--- src/rtl/int_square.sv ---
// int_square: iterative shift-add integer squarer with remainder add.
// Rebuilds n = q*q + r from a (root, remainder) pair, one multiplier bit per
// cycle, LSB first. Inverse companion of the iterative integer square root.
//
// Ports:
//   clk_i           rising-edge clock
//   reset_i         synchronous, active-low reset
//   start_i         request, sampled only while idle
//   q_i             root operand (WIDTH/2 bits)
//   r_i             remainder operand (WIDTH/2+1 bits)
//   n_o             low WIDTH bits of q*q + r, held between completions
//   ovf_o           true sum >= 2^WIDTH
//   inconsistent_o  r_i > 2*q_i, i.e. not a valid isqrt pair
//   busy_o          FSM not idle
//   valid_o         one-cycle pulse when results update
module int_square #(
  parameter int WIDTH = 24
) (
  input  logic               clk_i,
  input  logic               reset_i,
  input  logic               start_i,
  input  logic [WIDTH/2-1:0] q_i,
  input  logic [WIDTH/2:0]   r_i,
  output logic [WIDTH-1:0]   n_o,
  output logic               ovf_o,
  output logic               inconsistent_o,
  output logic               busy_o,
  output logic               valid_o
);

  localparam int HALF = WIDTH / 2;
  localparam int CW   = (HALF > 1) ? $clog2(HALF) : 1;

  typedef enum logic [1:0] {IDLE, RUN, DONE} state_t;

  state_t            state_q, state_d;
  logic [WIDTH:0]    acc_q, acc_d;
  logic [HALF-1:0]   mcand_q, mcand_d;
  logic [HALF-1:0]   mplier_q, mplier_d;
  logic [CW-1:0]     cnt_q, cnt_d;
  logic              inc_r_q, inc_r_d;
  logic [WIDTH-1:0]  n_q, n_d;
  logic              ovf_q, ovf_d;
  logic              inc_q, inc_d;
  logic              valid_q, valid_d;

  logic [CW-1:0]     k;
  logic [WIDTH:0]    addend;

  always_comb begin
    state_d  = state_q;
    acc_d    = acc_q;
    mcand_d  = mcand_q;
    mplier_d = mplier_q;
    cnt_d    = cnt_q;
    inc_r_d  = inc_r_q;
    n_d      = n_q;
    ovf_d    = ovf_q;
    inc_d    = inc_q;
    valid_d  = 1'b0;

    // Bit position handled this cycle: counter runs down, bits go LSB first.
    k      = CW'(HALF - 1) - cnt_q;
    addend = {{(WIDTH + 1 - HALF){1'b0}}, mcand_q} << k;

    case (state_q)
      IDLE: begin
        if (start_i) begin
          state_d  = RUN;
          // Seeding the accumulator with r folds the remainder add into the
          // multiply; the extra top bit keeps the full sum without wrap.
          acc_d    = {{(WIDTH - HALF){1'b0}}, r_i};
          mcand_d  = q_i;
          mplier_d = q_i;
          cnt_d    = CW'(HALF - 1);
          inc_r_d  = (r_i > {q_i, 1'b0});
        end
      end
      RUN: begin
        if (mplier_q[k]) begin
          acc_d = acc_q + addend;
        end
        if (cnt_q == '0) begin
          state_d = DONE;
        end else begin
          cnt_d = cnt_q - 1'b1;
        end
      end
      DONE: begin
        n_d     = acc_q[WIDTH-1:0];
        ovf_d   = acc_q[WIDTH];
        inc_d   = inc_r_q;
        valid_d = 1'b1;
        state_d = IDLE;
      end
      default: begin
        state_d = IDLE;
      end
    endcase
  end

  always_ff @(posedge clk_i) begin
    if (!reset_i) begin
      state_q <= IDLE;
      acc_q   <= '0;
      mcand_q <= '0;
      cnt_q   <= '0;
      n_q     <= '0;
      ovf_q   <= 1'b0;
      inc_q   <= 1'b0;
      valid_q <= 1'b0;
    end else begin
      state_q <= state_d;
      acc_q   <= acc_d;
      mcand_q <= mcand_d;
      cnt_q   <= cnt_d;
      n_q     <= n_d;
      ovf_q   <= ovf_d;
      inc_q   <= inc_d;
      valid_q <= valid_d;
    end
  end

  // Multiplier bits and the consistency flag are always rewritten at capture
  // before use, so they need no reset.
  always_ff @(posedge clk_i) begin
    mplier_q <= mplier_d;
    inc_r_q  <= inc_r_d;
  end

  assign n_o            = n_q;
  assign ovf_o          = ovf_q;
  assign inconsistent_o = inc_q;
  assign valid_o        = valid_q;
  assign busy_o         = (state_q != IDLE);

endmodule

--- config.mk ---
export PLATFORM = sky130hd
export DESIGN_NAME = int_square
export DESIGN_NICKNAME = d
export VERILOG_FILES = /design/src/rtl/int_square.sv
export SDC_FILE = /design/constraint.sdc
export NUM_CORES = 1
export LEC_CHECK = 0
export ABC_AREA = 0
export BUFFER_PORTS_ARGS = -buffer_cell sky130_fd_sc_hd__buf_2
export CAP_MARGIN = 20
export CORE_MARGIN = 2
export CORE_UTILIZATION = 59
export DETAILED_ROUTE_END_ITERATION = 7
export PLACE_DENSITY = 0.77
export SLEW_MARGIN = 40
export SYNTH_ARGS = -nofsm -noshare
export SYNTH_HDL_FRONTEND = slang
export SYNTH_SLANG_ARGS = --single-unit
--- constraint.sdc ---
create_clock -name clk_i -period 4.1 [get_ports clk_i]
set_clock_uncertainty 0.05 [all_clocks]
set_input_delay 0.205 -clock clk_i [delete_from_list [all_inputs] [get_ports clk_i]]
set_output_delay 0.205 -clock clk_i [all_outputs]
set_load 0.03 [all_outputs]
==> flow_summary.ini, run 1 <==
[final_layout]
syn_to_final_growth_pct = 11.5
antennaDiodeCount = 0
final_core_util_pct = 68.0
stdcell_count = 758
layout-drive-gt1-share_pct = 15.3
finalNetCount = 716

[outcome]
status = finished, final reports clean

[sta]
hold_ws_ns = 0.00600
maxSlewHeadroom_pct = 51.3
slew_viol_final = 0
fin_crit_ns = 3.80
finalCritPeriodShare_pct = 92.6
finalHoldViolations = 0
finalSetupViolations = 0
tightest_slew_ns = 0.726
rsz0062_at_grt = false
tns_ns = 0
fmax_mhz = 263

[die]
dieHeight_um = 96.4
coreArea_um2 = 8260
initial_core_util_pct = 61.0
die_area_um2 = 9300
die_x_um = 96.4
num_rows = 33
ios = 56

[synthesis]
synth_most_common_cell = nand2_1
ys_ff_latch = 83
syn_inst = 604
synth_top_area_share_pct = 27.8
syn-cell-area_um2 = 5040
yosysTopAreaCell = dfxtp_1
synthFlopType = dfxtp_1
synth_commonest_cells = 109 x nand2_1, 87 x a21oi_1, 70 x dfxtp_1
synth-edff-count = 13
avgSynthCellArea_um2 = 8.34
synth_warnings = 0
ys_seq_area_share_pct = 35.6
ys_async_sr_fraction_pct = 0
yosys-top-cells-area = dfxtp_1 28%, ha_1 9.7%, a21oi_1 8.6%
ys_types = 59
synth_nets = 672

[critical_path]
crit_arrival_ns = 4.00
crit_family = compound AO/OA/AOI/OAI gates
end_kind = register
cp_max_fo = 13
startpoint = cnt_q[0]
crit_type = register to register
crit_cells = 15
max_stage_delay_ns = 0.47
crit_path_start_kind = register
required_ns = 4.31
critPathCapture = acc_q[19]
r2r_slack_ns = 0.30
path_buf_inv = 1
rr_worst_depth = 15
r2r_end = acc_q[19]
slowest_stage = dfxtp_2
rr_startpoint = cnt_q[0]
path_cells = buf_4, mux2_2, nand2_1, nor2_1, a21oi_1, mux2i_1, ha_1, a21o_1, a21oi_1, nor2b_1, a311oi_1, o41ai_4, a21o_1, a211o_1, a32o_1

[drt]
drc_errors = 0
dr_wl_met3_um = 879
dr_wl_met2_mm = 6.15
ant_nets = 0
wl_met1_mm = 5.86
vias = 4550
drt_first_pass_iters = 5
top_layer_used = met4
wl_per_cell_um = 17.5
drt-total-wl_mm = 13.2
viasPerCell = 6.00
initialDrtViolationCount = 466

[placed_design]
hpwl_mm = 9.88
place_inst = 741
gp_congestion = 0.932
io_buffers = 55

[global_routing]
antenna_found_initial = 0
grt_util_all_layers_pct = 30.1
grt_pass1_vias = 4269
grt_max_degree = 33
grt_pass1_wl_mm = 21.3
gr-total-overflow = 0

[min_path]
hold_path.class = input port to register

[power_and_ir_drop]
p_sw_share_pct = 33.6
p_leak_nw = 2.55
cellPowerDensity_nw_per_um2 = 388
p_seq_share_pct = 42.4
switchingPower_mw = 0.733
power_mw = 2.18
power.share.clock_pct = 30.0
ir_worst_vdd_uv = 199
internal_power_mw = 1.45
pwr-share-comb_pct = 27.5

[clock_network]
cts_max_path_buffers = 2
cts_tree = yes
cts_buffers = 9
clk_latency_ns = 0.36
cts_htree_levels = 3
cts_post_setup_buffers_inserted = 0
cts_root_buffer = clkbuf_8
clk_pin_slew_ns = 0.09
cts_sinks = 83

[run]
drv_cap = 0
==> cell type report <==
class                   instances  area (µm²)
well taps                     105         131
repair buffers                 64         345
flip-flops and latches         83        1790
fillers                       713        2640
clock buffers                  10         128
clock inverters                 6        90.1
inverters                      26         101
multi-input cells             464        3030
==> cells by family (layout without fill, tap and decap cells) <==
logic type | count (synthesis) | count (layout) | share of synthesized area, %
and+or+nand+nor | 207 | 207 | 17.3
xor gates and xnor gates | 22 | 22 | 3.82
AOI/OAI and AO/OA | 170 | 170 | 21.4
buffers and inverters | 57 | 106 | 4.82
muxes | 25 | 25 | 7.03
DFF | 83 | 83 | 35.6
adders and majority gates | 40 | 40 | 10.1
==> layout by cell type, fill, tap and decap left out, types with 3 or more instances in the layout <==
| cell type | count |
|---|---|
| buf_2 | 55 |
| a31oi_1 | 3 |
| xor2_1 | 7 |
| clkbuf_8 | 9 |
| nand2b_1 | 4 |
| a22o_1 | 8 |
| ha_1 | 39 |
| nand3_1 | 7 |
| o21bai_1 | 3 |
| inv_1 | 22 |
| and3_1 | 6 |
| xnor2_1 | 15 |
| a211oi_1 | 6 |
| nand2_1 | 109 |
| nor2b_1 | 7 |
| mux2i_1 | 14 |
| mux4_2 | 4 |
| or3_1 | 4 |
| mux4_1 | 3 |
| mux2_2 | 4 |
| clkinv_4 | 3 |
| a22oi_1 | 3 |
| buf_4 | 8 |
| nand4_1 | 3 |
| o21ai_0 | 14 |
| a21oi_1 | 87 |
| o22ai_1 | 6 |
| nor2_1 | 57 |
| dfxtp_1 | 68 |
| a21o_1 | 17 |
| edfxtp_1 | 13 |
| clkinv_1 | 3 |
| nor3_1 | 3 |
==> routing by layer <==
layer | global-route usage, % | vias to the layer above
met5 | 0 | -
met4 | 9.98 | 0
met3 | 6.05 | 29
met2 | 49.7 | 174
met1 | 39.4 | 2126
li1 | - | 2221
==> through the flow <==
stage | setup WS, ns | area [µm²]
after floorplan | 0.485 | 5040
after global placement | 0.334 | 5360
after detailed placement | 0.272 | 5370
after CTS | 0.200 | 5590
after global routing | 0.0365 | 5620
final | 0.303 | 5620
==> worst min-delay path by stage <==
stage / slack, ns / end / from / cells after the start
after floorplan: 0.25 / mplier_q[0] / q_i[0] / 0
after detailed placement: 0.37 / mplier_q[9] / q_i[9] / 1
after global placement: 0.37 / mplier_q[8] / q_i[8] / 1
after global routing: 0.001 / mplier_q[8] / q_i[8] / 1
final: 0.006 / mplier_q[8] / q_i[8] / 1
after CTS: 0.0009 / mplier_q[9] / q_i[9] / 1
==> flip-flops by register name, summed over array words and instances, names as in the netlist <==
| register | flops |
|---|---|
| mplier_q | 12 |
| mcand_q | 12 |
| ovf_o | 1 |
| inc_r_q | 1 |
| n_o | 24 |
| cnt_q | 4 |
| acc_q | 25 |
| inconsistent_o | 1 |
| valid_o | 1 |
| state_q | 2 |
==> repair_timing <==
| action | 4_1_cts | 5_1_grt |
|---|---|---|
| gates resized for setup | 0 | 4 |
| endpoints found under the setup margin | 0 | 4 |
| endpoints found under the hold margin | 0 | 1 |
| hold buffers | 0 | 1 |
==> power by group through the flow <==
| stage | clock network [mW] | registers (mW) | logic [mW] |
|---|---|---|---|
| after detailed placement | 0 | 0.943 | 0.579 |
| final | 0.655 | 0.926 | 0.600 |
| after CTS | 0.659 | 0.924 | 0.586 |
| after floorplan | 0 | 0.922 | 0.454 |
| after global routing | 0.693 | 0.932 | 0.662 |
| after global placement | 0 | 0.940 | 0.572 |
(Power assumes the default switching activity.)
==> run 2, diff against run 1 <==
==> constraint.sdc (replaced) <==
create_clock -name clk_i -period 4.2 [get_ports clk_i]
set_clock_uncertainty 0.05 [all_clocks]
set_input_delay 0.42 -clock clk_i [delete_from_list [all_inputs] [get_ports clk_i]]
set_output_delay 0.42 -clock clk_i [all_outputs]
set_load 0.03 [all_outputs]
==> run 2 against run 1 <==
First-iteration DRC count is 26% lower. Largest cell class unchanged. Clock power down 11%. Critical path depth decreased by 1. Worst hold slack better by 0.21 ns. Sequential share of layout area up 0.26 points.
==> flow_summary.ini, run 2 (synthesis results as in run 1) <==
[critical_path]
slowest_stage = dfxtp_1
max_stage_delay_ns = 0.50
path_cells = buf_4, mux4_2, a21oi_1, nor2_1, ha_1, o211ai_1, o211ai_1, a41oi_2, o21ai_1, a311oi_2, nor2_1, o221ai_1, mux2i_1, a21o_1
end_kind = register
cp_max_fo = 15
crit_type = register to register
crit_path_start_kind = register
required_ns = 4.40
crit_arrival_ns = 4.08

[global_routing]
grt_pass1_wl_mm = 20.4
grt_pass1_vias = 4075
antenna_found_initial = 0
gr-total-overflow = 0
grt_util_all_layers_pct = 28.8
grt_max_degree = 31

[sta]
rsz0062_at_grt = false
finalSetupViolations = 0
tns_ns = 0
finalHoldViolations = 0
fmax_mhz = 258
finalCritPeriodShare_pct = 92.4
fin_crit_ns = 3.88
tightest_slew_ns = 0.686
maxSlewHeadroom_pct = 54.3
slew_viol_final = 0

[drt]
wl_per_cell_um = 16.8
drc_errors = 0
initialDrtViolationCount = 344
drt-total-wl_mm = 12.7
drt_first_pass_iters = 5
viasPerCell = 5.94
ant_nets = 0
vias = 4495

[clock_network]
cts_tree = yes
clk_latency_ns = 0.36
postCtsHoldBufs = 0
clk_pin_slew_ns = 0.09
cts_buffers = 9
cts_root_buffer = clkbuf_8
cts_sinks = 83
cts_max_path_buffers = 2
cts_htree_levels = 3

[power_and_ir_drop]
p_leak_nw = 2.50
cellPowerDensity_nw_per_um2 = 369
ir_worst_vdd_uv = 218

[die]
num_rows = 33
ios = 56
die_area_um2 = 9300
dieHeight_um = 96.4
coreArea_um2 = 8260
die_x_um = 96.4
initial_core_util_pct = 61.0

[final_layout]
mostFrequentLayoutCells = 109 x nand2_1, 87 x a21oi_1, 69 x dfxtp_1, 57 x nor2_1, 55 x buf_2
finalNetCount = 715
final_core_util_pct = 67.4
multi_input_area_um2 = 3020
layout_commonest_cell = nand2_1
largest_reg_flops = 25
ff_latch_area_um2 = 1790
layout-drive-gt1-share_pct = 15.2
fillers = 723
top_register = acc_q
antennaDiodeCount = 0
syn_to_final_growth_pct = 10.5

[outcome]
status = finished, final reports clean

[run]
drv_cap = 0

[placed_design]
gp_congestion = 0.954
io_buffers = 55
hpwl_mm = 9.46

[min_path]
hold_path.class = input port to register
[run 2: changes by cell type in the layout (fill, tap and decap cells not counted)]
cell | previous run | this run
bufinv_16 | 2 | 1
clkinv_4 | 3 | 2
clkinvlp_4 | 1 | 2
dfxtp_1 | 68 | 69
dfxtp_2 | 2 | 1
dlygate4sd3_1 | 1 | 0
inv_2 | 1 | 2
o41ai_2 | 0 | 1
o41ai_4 | 1 | 0
[run 2: critical path, delay by kind of cell, from the launching register on]
family,cells,cell delay (ns)
fa+ha+maj,1,0.38
compound gates,8,1.82
buf+inv,1,0.27
mux,2,0.48
simple gates,2,0.28
flops,1,0.50
[run 2: where the power goes]
part           internal, mW  total [mW]  leakage [nW]  switching [mW]
registers             0.856       0.901         0.694          0.0455
logic                 0.220       0.573          1.72           0.354
clock network         0.275       0.582        0.0901           0.307
[run 2: worst paths after layout]
check	start	endpoint	slack, ns	depth (start not counted)
setup / recovery	cnt_q[1]	acc_q[24]	0.32	14
hold / removal	q_i[10]	mplier_q[10]	0.21	1
setup reg to reg	cnt_q[1]	acc_q[24]	0.32	14
hold reg to reg	n_o[14]	n_o[14]	0.40	2
[run 2: layout make-up]
class	count	share of cell area [%]
Clock inverter	6	1.19
Timing Repair Buffer	63	6.02
Clock buffer	10	2.29
Sequential cell	83	32.2
Inverter	26	1.75
Multi-Input combinational cell	464	54.2
Tap cell	105	2.36
[run 2: what timing repair did]
| item | CTS | global route |
|---|---|---|
| setup buffers | 0 | 0 |
| gates resized for setup | 0 | 1 |
| endpoints found under the setup margin | 0 | 5 |
| hold endpoints to repair | 0 | 0 |
[run 2: metal layers]
metal / vias to the layer above / routed length [µm] / global-route usage [%]
met3: 25 / 778 / 5.35
met2: 148 / 5990 / 48.3
met1: 2095 / 5700 / 38.1
met4: 0 / 218 / 7.86
met5: - / 0 / 0
li1: 2227 / - / -
[run 2: stage by stage]
| stage | cells | worst slack, ns | hold WS [ns] | instance area (µm²) | total power, mW |
|---|---|---|---|---|---|
| floorplan | 604 | 0.585 | 0.398 | 5040 | 1.34 |
| global placement | 741 | 0.451 | 0.389 | 5360 | 1.47 |
| global route | 757 | 0.0410 | 0.203 | 5570 | 2.16 |
| CTS | 757 | 0.281 | 0.200 | 5570 | 2.06 |
| finish | 757 | 0.318 | 0.211 | 5570 | 2.06 |
| detailed placement | 741 | 0.340 | 0.393 | 5370 | 1.48 |
